$ cat src/rtl/c2f_write_decoder_if.sv
// C2F write decoder bus: host register-write strobe in, command stream out,
// plus FIFO/error status. The decoder sits on the slave side.
interface c2f_write_decoder_if #(
  parameter int FIFO_DEPTH = 8,
  parameter int CNT_WIDTH  = 16
);
  localparam int LW = $clog2(FIFO_DEPTH) + 1;

  logic                 rxRegValid_in;
  logic [7:0]           rxRegIdx_in;
  logic [31:0]          rxRegData_in;
  logic [31:0]          c2fAddr_out;
  logic [63:0]          c2fData_out;
  logic                 c2fValid_out;
  logic                 c2fReady_in;
  logic [LW-1:0]        fifoLevel_out;
  logic [CNT_WIDTH-1:0] overflowCount_out;
  logic                 seqError_out;
  logic                 clrErr_in;

  modport master (
    output rxRegValid_in, rxRegIdx_in, rxRegData_in, c2fReady_in, clrErr_in,
    input  c2fAddr_out, c2fData_out, c2fValid_out, fifoLevel_out,
           overflowCount_out, seqError_out
  );

  modport slave (
    input  rxRegValid_in, rxRegIdx_in, rxRegData_in, c2fReady_in, clrErr_in,
    output c2fAddr_out, c2fData_out, c2fValid_out, fifoLevel_out,
           overflowCount_out, seqError_out
  );
endinterface

$ cat src/rtl/c2f_write_decoder.sv
// C2F write decoder: assembles ADDR (253) / LSW (254) / MSW (255) host
// register writes into 64-bit write commands, buffers them in a FWFT FIFO
// and presents them on a valid/ready stream. Address auto-increments after
// each MSW so the host can stream LSW/MSW pairs.
module c2f_write_decoder #(
  parameter int FIFO_DEPTH = 8,
  parameter int CNT_WIDTH  = 16
) (
  input  logic               pcieClk_in,
  input  logic               pcieRstN_in,
  c2f_write_decoder_if.slave bus
);
  localparam int PW = $clog2(FIFO_DEPTH);
  localparam int LW = PW + 1;

  localparam logic [7:0] IDX_ADDR = 8'd253;
  localparam logic [7:0] IDX_LSW  = 8'd254;
  localparam logic [7:0] IDX_MSW  = 8'd255;

  typedef enum logic [1:0] {IDLE, GOT_ADDR, GOT_LSW} state_t;

  typedef struct packed {
    logic [31:0] addr;
    logic [63:0] data;
  } cmd_t;

  state_t               r_state, w_state_nx;
  logic [31:0]          r_addr, w_addr_nx;
  logic [31:0]          r_lsw, w_lsw_nx;
  logic                 w_push_req, w_seq_err;

  cmd_t                 r_mem [FIFO_DEPTH];
  cmd_t                 r_last;
  cmd_t                 w_head, w_cmd;
  logic [PW-1:0]        r_wr_ptr, r_rd_ptr;
  logic [LW-1:0]        r_level;
  logic [CNT_WIDTH-1:0] r_ovf;
  logic                 r_err;
  logic                 w_valid, w_full, w_pop, w_push, w_drop;

  // Command assembled from the MSW strobe plus held address and LSW
  assign w_cmd   = '{addr: r_addr, data: {bus.rxRegData_in, r_lsw}};
  assign w_head  = r_mem[r_rd_ptr];
  assign w_valid = (r_level != '0);
  assign w_full  = (r_level == LW'(FIFO_DEPTH));
  assign w_pop   = w_valid & bus.c2fReady_in;
  // A full FIFO still takes the command when the head leaves this cycle
  assign w_push  = w_push_req & (~w_full | w_pop);
  assign w_drop  = w_push_req & ~w_push;

  // Sequence state, address and LSW holding registers
  always_ff @(posedge pcieClk_in or negedge pcieRstN_in) begin
    if (!pcieRstN_in) begin
      r_state <= IDLE;
      r_addr  <= '0;
      r_lsw   <= '0;
    end else begin
      r_state <= w_state_nx;
      r_addr  <= w_addr_nx;
      r_lsw   <= w_lsw_nx;
    end
  end

  // Protocol decode: next state, push request and sequence-error detection
  always_comb begin
    w_state_nx = r_state;
    w_addr_nx  = r_addr;
    w_lsw_nx   = r_lsw;
    w_push_req = 1'b0;
    w_seq_err  = 1'b0;
    if (bus.rxRegValid_in) begin
      case (bus.rxRegIdx_in)
        IDX_ADDR: begin
          // New address restarts the sequence; a held LSW is simply dropped
          w_addr_nx  = bus.rxRegData_in;
          w_state_nx = GOT_ADDR;
        end
        IDX_LSW: begin
          if (r_state == IDLE) begin
            w_seq_err = 1'b1;
          end else begin
            w_lsw_nx   = bus.rxRegData_in;
            w_state_nx = GOT_LSW;
          end
        end
        IDX_MSW: begin
          if (r_state == GOT_LSW) begin
            // Address advances even if the command gets dropped on overflow
            w_push_req = 1'b1;
            w_addr_nx  = r_addr + 32'd1;
            w_state_nx = GOT_ADDR;
          end else begin
            w_seq_err = 1'b1;
          end
        end
        default: ;
      endcase
    end
  end

  // FIFO storage; contents need no reset since valid is level-driven
  always_ff @(posedge pcieClk_in) begin
    if (w_push) r_mem[r_wr_ptr] <= w_cmd;
  end

  // FIFO pointers, occupancy and last-popped command for the empty case
  always_ff @(posedge pcieClk_in or negedge pcieRstN_in) begin
    if (!pcieRstN_in) begin
      r_wr_ptr <= '0;
      r_rd_ptr <= '0;
      r_level  <= '0;
      r_last   <= '0;
    end else begin
      if (w_push) r_wr_ptr <= r_wr_ptr + PW'(1);
      if (w_pop) begin
        r_rd_ptr <= r_rd_ptr + PW'(1);
        r_last   <= w_head;
      end
      case ({w_push, w_pop})
        2'b10:   r_level <= r_level + LW'(1);
        2'b01:   r_level <= r_level - LW'(1);
        default: r_level <= r_level;
      endcase
    end
  end

  // Sticky error flag and saturating drop counter; a new event beats clear
  always_ff @(posedge pcieClk_in or negedge pcieRstN_in) begin
    if (!pcieRstN_in) begin
      r_err <= 1'b0;
      r_ovf <= '0;
    end else begin
      if (w_seq_err)          r_err <= 1'b1;
      else if (bus.clrErr_in) r_err <= 1'b0;

      if (w_drop) begin
        if (bus.clrErr_in)    r_ovf <= CNT_WIDTH'(1);
        else if (r_ovf != '1) r_ovf <= r_ovf + CNT_WIDTH'(1);
      end else if (bus.clrErr_in) begin
        r_ovf <= '0;
      end
    end
  end

  // Head falls through while valid; outputs hold the last popped command when empty
  assign bus.c2fValid_out      = w_valid;
  assign bus.c2fAddr_out       = w_valid ? w_head.addr : r_last.addr;
  assign bus.c2fData_out       = w_valid ? w_head.data : r_last.data;
  assign bus.fifoLevel_out     = r_level;
  assign bus.overflowCount_out = r_ovf;
  assign bus.seqError_out      = r_err;

endmodule

$ cat src/flat_wrapper.sv
// flat-port wrapper written by rule: the top's interface ports become plain ports
module c2f_write_decoder_flat 
#(
  parameter int FIFO_DEPTH = 8,
  parameter int CNT_WIDTH  = 16
)
  (pcieClk_in, pcieRstN_in, bus_rxRegValid_in, bus_rxRegIdx_in, bus_rxRegData_in, bus_c2fReady_in, bus_clrErr_in, bus_c2fAddr_out, bus_c2fData_out, bus_c2fValid_out, bus_fifoLevel_out, bus_overflowCount_out, bus_seqError_out);
  c2f_write_decoder_if #(.FIFO_DEPTH(FIFO_DEPTH), .CNT_WIDTH(CNT_WIDTH)) bus_i ();
  input  logic pcieClk_in;
  input  logic pcieRstN_in;
  input wire logic [$bits(bus_i.rxRegValid_in)-1:0] bus_rxRegValid_in;
  input wire logic [$bits(bus_i.rxRegIdx_in)-1:0] bus_rxRegIdx_in;
  input wire logic [$bits(bus_i.rxRegData_in)-1:0] bus_rxRegData_in;
  input wire logic [$bits(bus_i.c2fReady_in)-1:0] bus_c2fReady_in;
  input wire logic [$bits(bus_i.clrErr_in)-1:0] bus_clrErr_in;
  output wire logic [$bits(bus_i.c2fAddr_out)-1:0] bus_c2fAddr_out;
  output wire logic [$bits(bus_i.c2fData_out)-1:0] bus_c2fData_out;
  output wire logic [$bits(bus_i.c2fValid_out)-1:0] bus_c2fValid_out;
  output wire logic [$bits(bus_i.fifoLevel_out)-1:0] bus_fifoLevel_out;
  output wire logic [$bits(bus_i.overflowCount_out)-1:0] bus_overflowCount_out;
  output wire logic [$bits(bus_i.seqError_out)-1:0] bus_seqError_out;
  assign bus_i.rxRegValid_in = bus_rxRegValid_in;
  assign bus_i.rxRegIdx_in = bus_rxRegIdx_in;
  assign bus_i.rxRegData_in = bus_rxRegData_in;
  assign bus_i.c2fReady_in = bus_c2fReady_in;
  assign bus_i.clrErr_in = bus_clrErr_in;
  assign bus_c2fAddr_out = bus_i.c2fAddr_out;
  assign bus_c2fData_out = bus_i.c2fData_out;
  assign bus_c2fValid_out = bus_i.c2fValid_out;
  assign bus_fifoLevel_out = bus_i.fifoLevel_out;
  assign bus_overflowCount_out = bus_i.overflowCount_out;
  assign bus_seqError_out = bus_i.seqError_out;
  c2f_write_decoder #(.FIFO_DEPTH(FIFO_DEPTH), .CNT_WIDTH(CNT_WIDTH)) u_core (.pcieClk_in(pcieClk_in), .pcieRstN_in(pcieRstN_in), .bus(bus_i));
endmodule
$ cat config.mk
export PLATFORM = sky130hd
export DESIGN_NAME = c2f_write_decoder_flat
export DESIGN_NICKNAME = d
export VERILOG_FILES = /design/src/rtl/c2f_write_decoder_if.sv /design/src/rtl/c2f_write_decoder.sv /design/src/flat_wrapper.sv
export SDC_FILE = /design/constraint.sdc
export NUM_CORES = 1
export LEC_CHECK = 0
export CAP_MARGIN = 20
export CELL_PAD_IN_SITES_DETAIL_PLACEMENT = 0
export CELL_PAD_IN_SITES_GLOBAL_PLACEMENT = 1
export CORE_MARGIN = 2
export CORE_UTILIZATION = 40
export DETAILED_ROUTE_END_ITERATION = 12
export GPL_TIMING_DRIVEN = 0
export PLACE_DENSITY = 0.64
export SLEW_MARGIN = 20
export SYNTH_ARGS = -nofsm -noshare
export SYNTH_HDL_FRONTEND = slang
export SYNTH_SLANG_ARGS = --single-unit
$ cat constraint.sdc
create_clock -name pcieClk_in -period 19.7 [get_ports pcieClk_in]
set_input_delay 3.94 -clock pcieClk_in [delete_from_list [all_inputs] [get_ports pcieClk_in]]
set_output_delay 3.94 -clock pcieClk_in [all_outputs]
set_load 0.05 [all_outputs]
==> parameters.txt, run 1 <==
Parameter                              Value

Placed design
  Final weighted congestion of routability-driven global placement ... 0.829
  Count of buffers inserted at the top-level ports ... 161
  Dpl ws ... 11670 ps
  DP HPWL ... 69800 um

Logic synthesis
  Post-synth top area cell ... sky130_fd_sc_hd__edfxtp_1
  Share of flip-flops with an asynchronous set or reset after synthesis ... 19.7%
  Post-Syn Nets ... 2208
  Most frequent cell after synthesis ... sky130_fd_sc_hd__edfxtp_1
  Number of flip-flops and latches in the synthesized netlist ... 957
  Average size of a mapped cell ... 17.5 um^2
  Number of instances in the synthesized netlist ... 2156
  Post-synth top cells ... sky130_fd_sc_hd__edfxtp_1, sky130_fd_sc_hd__mux4_2, sky130_fd_sc_hd__dfrtp_1
  Netlist Area Pre-Place ... 0.0378 mm^2
  Share of Yosys cell area claimed by the top area cell type ... 61.0%
  Sequential fraction of the synthesis area ... 73.5%
  Most used flip-flop cell after synthesis ... sky130_fd_sc_hd__edfxtp_1
  Number of distinct library cells after synthesis ... 56
  Yosys warns ... 0
  Count of flip-flops with a built-in enable after synthesis ... 768
  Top post-synthesis cells by area ... sky130_fd_sc_hd__edfxtp_1, sky130_fd_sc_hd__dfrtp_1, sky130_fd_sc_hd__mux4_2

Drt
  Via-per-instance ratio ... 5.53
  Routed vias ... 21413
  Router iterations before antenna repair ... 5
  DRC marker count from the first detailed-route iteration ... 1934
  WL/cell ... 26.2 um
  Sum of routed wire length over all layers ... 101000 um
  Post-route antenna net violation count ... 0
  Residual DRC count ... 0

Layout
  Final net count ... 2580
  Area of the multi-input gates ... 0.00952 mm^2
  Storage element area ... 0.0278 mm^2
  Fillers ... 7768
  Layout cell share with drive strength beyond 1 ... 19.7%
  Post-synthesis to final-layout area growth ... 20.7%

Power
  Power density cells ... 147 mW/mm^2
  Reported net switching power ... 2430 uW
  Switching power share of the total ... 36.2%
  Maximum vdd ir drop ... 0.000158 V
  Leak ... 0.0160 uW
  Sequential group share of total power ... 36.0%
  Internal power component ... 4280 uW
  Sum of internal, switching and leakage power ... 6710 uW
  Combinational power share ... 36.0%
  Portion of total power attributed to the clock network ... 28.0%

Timing
  Pin slew with the least headroom to its limit ... 1130 ps
  Setup violations, final ... 0
  Share of the clock period used by the worst path ... 43.4%
  Final setup TNS ... 0 ps
  Count of endpoints failing hold in the final timing report ... 0
  Final hold slack ... 480 ps
  Crit path setup slack, layout ... 11150 ps
  Highest attainable clock frequency ... 0.117 GHz
  Final Critical Period ... 8550 ps
  Slew Viols, Final ... 0
  Worst clock skew ... 28.5 ps
  RSZ-0062 raised after global routing ... false
  Worst relative slew slack ... 24.4%

Die
  Cell Rows ... 112
  Overall die area ... 0.0969 mm^2
  Initial cell density of the core ... 40.4%
  CORE AREA ... 0.0935 mm^2
  Die width ... 311 um
  # IOs ... 163
  Height of the die ... 311 um

Worst setup path
  Critical path capture point type ... output port
  Data arrival time of the critical path ... 4610 ps
  CP max FO ... 10
  Critical Path RT ... 15760 ps
  Type of the worst setup path ... reg2out
  Startpoint type of the worst setup path ... register

Run status
  Outcome ... completed

Clocking
  Hold-fix buffers, CTS ... 0
  TritonCTS buffer count ... 99
  Clock Root Buffer ... sky130_fd_sc_hd__clkbuf_16
  Post-CTS Setup Bufs ... 0
  Largest buffer count on any clock path ... 3
  H-tree levels ... 3
  Clock latency at the later pin of the worst-skew pair ... 670 ps
  TritonCTS clock tree ... yes
  Count of instances resized after the clock tree is built ... 0
  Total number of clock tree sinks ... 957
  Clock input transition at the sequential cells of the worst setup and hold paths ... 60 ps

Min path
  Min-Delay Path Class ... reg2reg

GRT
  Global route overflow ... 0
  Global-route wire length before repair ... 148000 um
  All-layer global routing usage ... 20.8%
  Pin count of the biggest net entering global routing ... 66
  Via count of the first global-routing pass ... 21697
  Number of antenna violations at the first check in global routing ... 8

Job
  Number of maximum-capacitance violations ... 0
through the flow:
step | utilization, % | area [um^2] | std cells
floorplan | - | 37800 | 2156
global placement | 43.8 | 41000 | 3571
detailed placement | 45.3 | 42300 | 3681
CTS | 48.8 | 45600 | 3868
global route | 48.8 | 45600 | 3869
finish | 48.8 | 45600 | 3870
power by group through the flow:
stage          logic [uW]  registers (uW)  clock network (uW)
5_1_grt              2570            2430                1990
3_5_place_dp         2460            2450                   0
3_3_place_gp         2440            2450                   0
2_1_floorplan        1610            2440                   0
4_1_cts              2470            2410                1920
6_report             2420            2410                1880
layout make-up:
cell class	instances	area share, %
antenna	2	0.0110
buffer	122	1.08
clock buffer	124	5.79
clock inverter	63	1.40
inverter	13	0.107
multi-input combinational	1064	20.9
sequential	957	60.9
tap	1254	3.44
timing repair buffer	271	6.36
cells in the final DEF (no fill, tap or decap), types with 7 or more instances in the layout:
master and instances:
sky130_fd_sc_hd__nor3_1 16, sky130_fd_sc_hd__a21oi_1 134, sky130_fd_sc_hd__mux2i_1 101, sky130_fd_sc_hd__nor2_1 137, sky130_fd_sc_hd__nand3_1 28, sky130_fd_sc_hd__buf_2 41
sky130_fd_sc_hd__clkbuf_8 7, sky130_fd_sc_hd__xnor2_1 7, sky130_fd_sc_hd__clkbuf_16 99, sky130_fd_sc_hd__clkdlybuf4s50_1 160, sky130_fd_sc_hd__mux2_1 25, sky130_fd_sc_hd__buf_4 54
sky130_fd_sc_hd__a2bb2oi_1 9, sky130_fd_sc_hd__clkinv_1 17, sky130_fd_sc_hd__clkbuf_1 95, sky130_fd_sc_hd__clkinv_2 22, sky130_fd_sc_hd__buf_1 17, sky130_fd_sc_hd__o21ai_0 126
sky130_fd_sc_hd__buf_6 14, sky130_fd_sc_hd__edfxtp_1 768, sky130_fd_sc_hd__mux2_2 13, sky130_fd_sc_hd__o22ai_1 12, sky130_fd_sc_hd__nand2_1 142, sky130_fd_sc_hd__nand4_1 23
sky130_fd_sc_hd__buf_16 20, sky130_fd_sc_hd__bufinv_16 10, sky130_fd_sc_hd__inv_1 13, sky130_fd_sc_hd__dfrtp_1 189, sky130_fd_sc_hd__mux4_2 192
metal layers:
| metal | routed length, um | track usage, % | vias up |
|---|---|---|---|
| met2 | 48700 | 33.7 | 756 |
| met5 | 38 | 0 | - |
| met4 | 3520 | 7.99 | 6 |
| met1 | 42600 | 28.2 | 11206 |
| li1 | - | - | 9284 |
| met3 | 6530 | 3.68 | 161 |
critical path, cell delays in order, from the launching register on:
cell,delay [ps]
sky130_fd_sc_hd__dfrtp_1,450
sky130_fd_sc_hd__or4_1,150
sky130_fd_sc_hd__clkbuf_1,470
sky130_fd_sc_hd__clkbuf_2,650
sky130_fd_sc_hd__clkbuf_1,630
sky130_fd_sc_hd__nor2_1,80
sky130_fd_sc_hd__a21oi_1,560
sky130_fd_sc_hd__clkdlybuf4s50_1,930
registers in the layout, summed over array words and instances (netlist names):
name	flops
u_core.r_mem	768
u_core.r_last	96
u_core.r_addr	32
u_core.r_lsw	32
u_core.bus.overflowCount_out	16
u_core.bus.fifoLevel_out	4
u_core.r_rd_ptr	3
u_core.r_wr_ptr	3
u_core.r_state	2
u_core.bus.seqError_out	1
cells by family (layout without fill, tap and decap cells):
| group | count (synthesis) | count (layout) | synth area share, % |
|---|---|---|---|
| AO/OA/AOI/OAI | 316 | 316 | 4.62 |
| XOR/XNOR | 11 | 11 | 0.255 |
| adder cells (fa/ha/maj) | 7 | 7 | 0.252 |
| buffers and inverters | 135 | 593 | 1.41 |
| flip-flops | 957 | 957 | 73.5 |
| multiplexers | 331 | 331 | 15.3 |
| other | 0 | 2 | 0 |
| AND/OR/NAND/NOR | 399 | 399 | 4.67 |
worst paths after layout:
kind	from	end	slack (ps)	depth (start not counted)
worst min-delay path	u_core.r_last[13]	u_core.r_last[13]	480	2
max in group asynchronous	pcieRstN_in	u_core.r_last[24]	15270	3
worst max-delay path	u_core.bus.fifoLevel_out[3]	bus_c2fData_out[45]	11150	7
worst min register to register	u_core.r_last[13]	u_core.r_last[13]	480	2
min in group asynchronous	pcieRstN_in	u_core.bus.overflowCount_out[5]	3210	1
worst max register to register	u_core.r_state[0]	u_core.r_mem[2][24]	15730	10
(Power assumes the default switching activity.)
==> run 2, diff against run 1 <==
==> constraint.sdc (replaced) <==
create_clock -name pcieClk_in -period 8.8 [get_ports pcieClk_in]
set_input_delay 1.76 -clock pcieClk_in [delete_from_list [all_inputs] [get_ports pcieClk_in]]
set_output_delay 1.76 -clock pcieClk_in [all_outputs]
set_load 0.05 [all_outputs]
==> parameters.txt, run 2 (same netlist as run 1, synthesis figures left out) <==
Parameter                              Value

Job
  Number of maximum-capacitance violations ... 0 (unchanged)

Worst setup path
  Type of the worst setup path ... reg2out
  CP max FO ... 10 (unchanged)
  Data arrival time of the critical path ... 4670 ps (+60 ps)
  Startpoint type of the worst setup path ... register
  Critical Path RT ... 7040 ps (-8720 ps)
  Critical path capture point type ... output port

Clocking
  TritonCTS buffer count ... 100 (+1.0%)
  Clock Root Buffer ... sky130_fd_sc_hd__clkbuf_16
  Largest buffer count on any clock path ... 3 (unchanged)
  Hold-fix buffers, CTS ... 0 (unchanged)
  Clock latency at the later pin of the worst-skew pair ... 660 ps (about the same)
  Post-CTS Setup Bufs ... 0 (unchanged)
  Count of instances resized after the clock tree is built ... 0 (unchanged)
  H-tree levels ... 3 (unchanged)
  TritonCTS clock tree ... yes
  Clock input transition at the sequential cells of the worst setup and hold paths ... 60 ps (about the same)
  Total number of clock tree sinks ... 957 (unchanged)

Drt
  Sum of routed wire length over all layers ... 102000 um (+0.99%)
  Via-per-instance ratio ... 5.55 (+0.34%)
  DRC marker count from the first detailed-route iteration ... 1861 (-3.8%)
  Router iterations before antenna repair ... 7 (+2)
  Residual DRC count ... 0 (unchanged)
  Routed vias ... 21398 (-0.070%)
  WL/cell ... 26.6 um (+1.4%)
  Post-route antenna net violation count ... 0 (unchanged)

Power
  Leak ... 0.0159 uW (-0.57%)
  Power density cells ... 332 mW/mm^2 (+130%)
  Maximum vdd ir drop ... 0.000357 V (+130%)

Placed design
  Instance count after placement with tap cells included ... 3661 (-0.54%)
  Final weighted congestion of routability-driven global placement ... 0.828 (-0.18%)
  Count of buffers inserted at the top-level ports ... 161 (unchanged)
  DP HPWL ... 69800 um (about the same)

Die
  Initial cell density of the core ... 40.4% (unchanged)
  Die width ... 311 um (unchanged)
  Height of the die ... 311 um (unchanged)
  Cell Rows ... 112 (unchanged)
  # IOs ... 163 (unchanged)
  Overall die area ... 0.0969 mm^2 (unchanged)
  CORE AREA ... 0.0935 mm^2 (unchanged)

Timing
  Final setup TNS ... 0 ps (unchanged)
  Final Critical Period ... 6430 ps
  RSZ-0062 raised after global routing ... false
  Worst relative slew slack ... 25.6% (+1.3 points)
  Highest attainable clock frequency ... 0.156 GHz
  Worst clock skew ... 29.7 ps (+1.25 ps)
  Pin slew with the least headroom to its limit ... 1110 ps (-29.1 ps)
  Share of the clock period used by the worst path ... 73.0%
  Setup violations, final ... 0 (unchanged)
  Count of endpoints failing hold in the final timing report ... 0 (unchanged)
  Slew Viols, Final ... 0 (unchanged)

GRT
  Number of antenna violations at the first check in global routing ... 11 (+3)
  Via count of the first global-routing pass ... 22077 (+1.8%)
  All-layer global routing usage ... 21.2% (+0.33 points)
  Pin count of the biggest net entering global routing ... 73 (+11%)
  Global-route wire length before repair ... 150000 um (+1.8%)
  Global route overflow ... 0 (unchanged)

Layout
  Fillers ... 7804 (+0.46%)
  Number of standard cells in the final layout excluding fillers ... 3854 (-0.41%)
  Most common library cell in the layout ignoring fill and taps ... sky130_fd_sc_hd__edfxtp_1
  Registers with the most flip-flops ... u_core.r_mem: 768 flops, u_core.r_last: 96 flops
  Layout cell share with drive strength beyond 1 ... 19.1% (-0.64 points)
  Max FFs per register ... 768 (unchanged)
  Top library cells by usage in the layout, fill and taps aside ... sky130_fd_sc_hd__edfxtp_1, sky130_fd_sc_hd__mux4_2, sky130_fd_sc_hd__dfrtp_1
  Register bank with the most flops ... u_core.r_mem
  Post-synthesis to final-layout area growth ... 20.7% (about the same)
  Final net count ... 2562 (-0.70%)

Run status
  Outcome ... completed

Min path
  Min-Delay Path Class ... reg2reg
==> run 2: path summary, 6_finish.rpt <==
kind | from | end | slack (ps) | cells past startpoint
worst max-delay path | u_core.r_rd_ptr[1] | bus_c2fData_out[47] | 2370 | 6
worst min-delay path | u_core.r_last[11] | u_core.r_last[11] | 480 | 2
worst max register to register | u_core.r_state[0] | u_core.r_mem[2][62] | 4630 | 11
worst min register to register | u_core.r_last[11] | u_core.r_last[11] | 480 | 2
max in group asynchronous | pcieRstN_in | u_core.r_last[66] | 6850 | 2
min in group asynchronous | pcieRstN_in | u_core.bus.overflowCount_out[5] | 1070 | 1
==> run 2: metrics by stage <==
stage	utilization [%]	instance area, um^2	setup slack [ps]	hold slack (ps)	total power (uW)
floorplan	-	37800	-1420	451	9060
global placement	43.8	41000	-9890	461	10900
detailed placement	45.2	42200	2690	471	11000
CTS	48.8	45600	2310	484	15300
global route	48.8	45600	2270	511	15800
finish	48.8	45600	2370	480	15200
==> run 2: cell type report <==
class | count | area (um^2) | area share, %
Clock inverter | 55 | 643 | 1.41
Timing Repair Buffer | 252 | 2810 | 6.15
Tap cell | 1254 | 1570 | 3.44
Buffer | 122 | 494 | 1.08
Multi-Input combinational cell | 1064 | 9530 | 20.9
Sequential cell | 957 | 27800 | 60.9
Clock buffer | 134 | 2730 | 5.99
Inverter | 13 | 48.8 | 0.107
Antenna cell | 3 | 7.51 | 0.0165
==> run 2: power by group <==
group          switching (uW)  total (uW)  internal, uW
logic                    3460        5430          1970
clock network            1760        4320          2570
registers                 229        5410          5180
==> run 2: routing by layer <==
metal	part of all wire, %	wire length [um]	global-route usage, %
met5	0.036	37	0
met4	2.6	2640	6.97
met3	6.0	6180	3.26
met2	49	50300	34.8
met1	42	43200	28.9
==> run 2: critical path, cell delays in order (launching register included) <==
cell and delay [ps]:
sky130_fd_sc_hd__dfrtp_1 520, sky130_fd_sc_hd__clkbuf_1 860, sky130_fd_sc_hd__clkbuf_1 650, sky130_fd_sc_hd__mux4_2 340, sky130_fd_sc_hd__mux2i_1 90, sky130_fd_sc_hd__a21oi_1 620, sky130_fd_sc_hd__clkdlybuf4s50_1 940
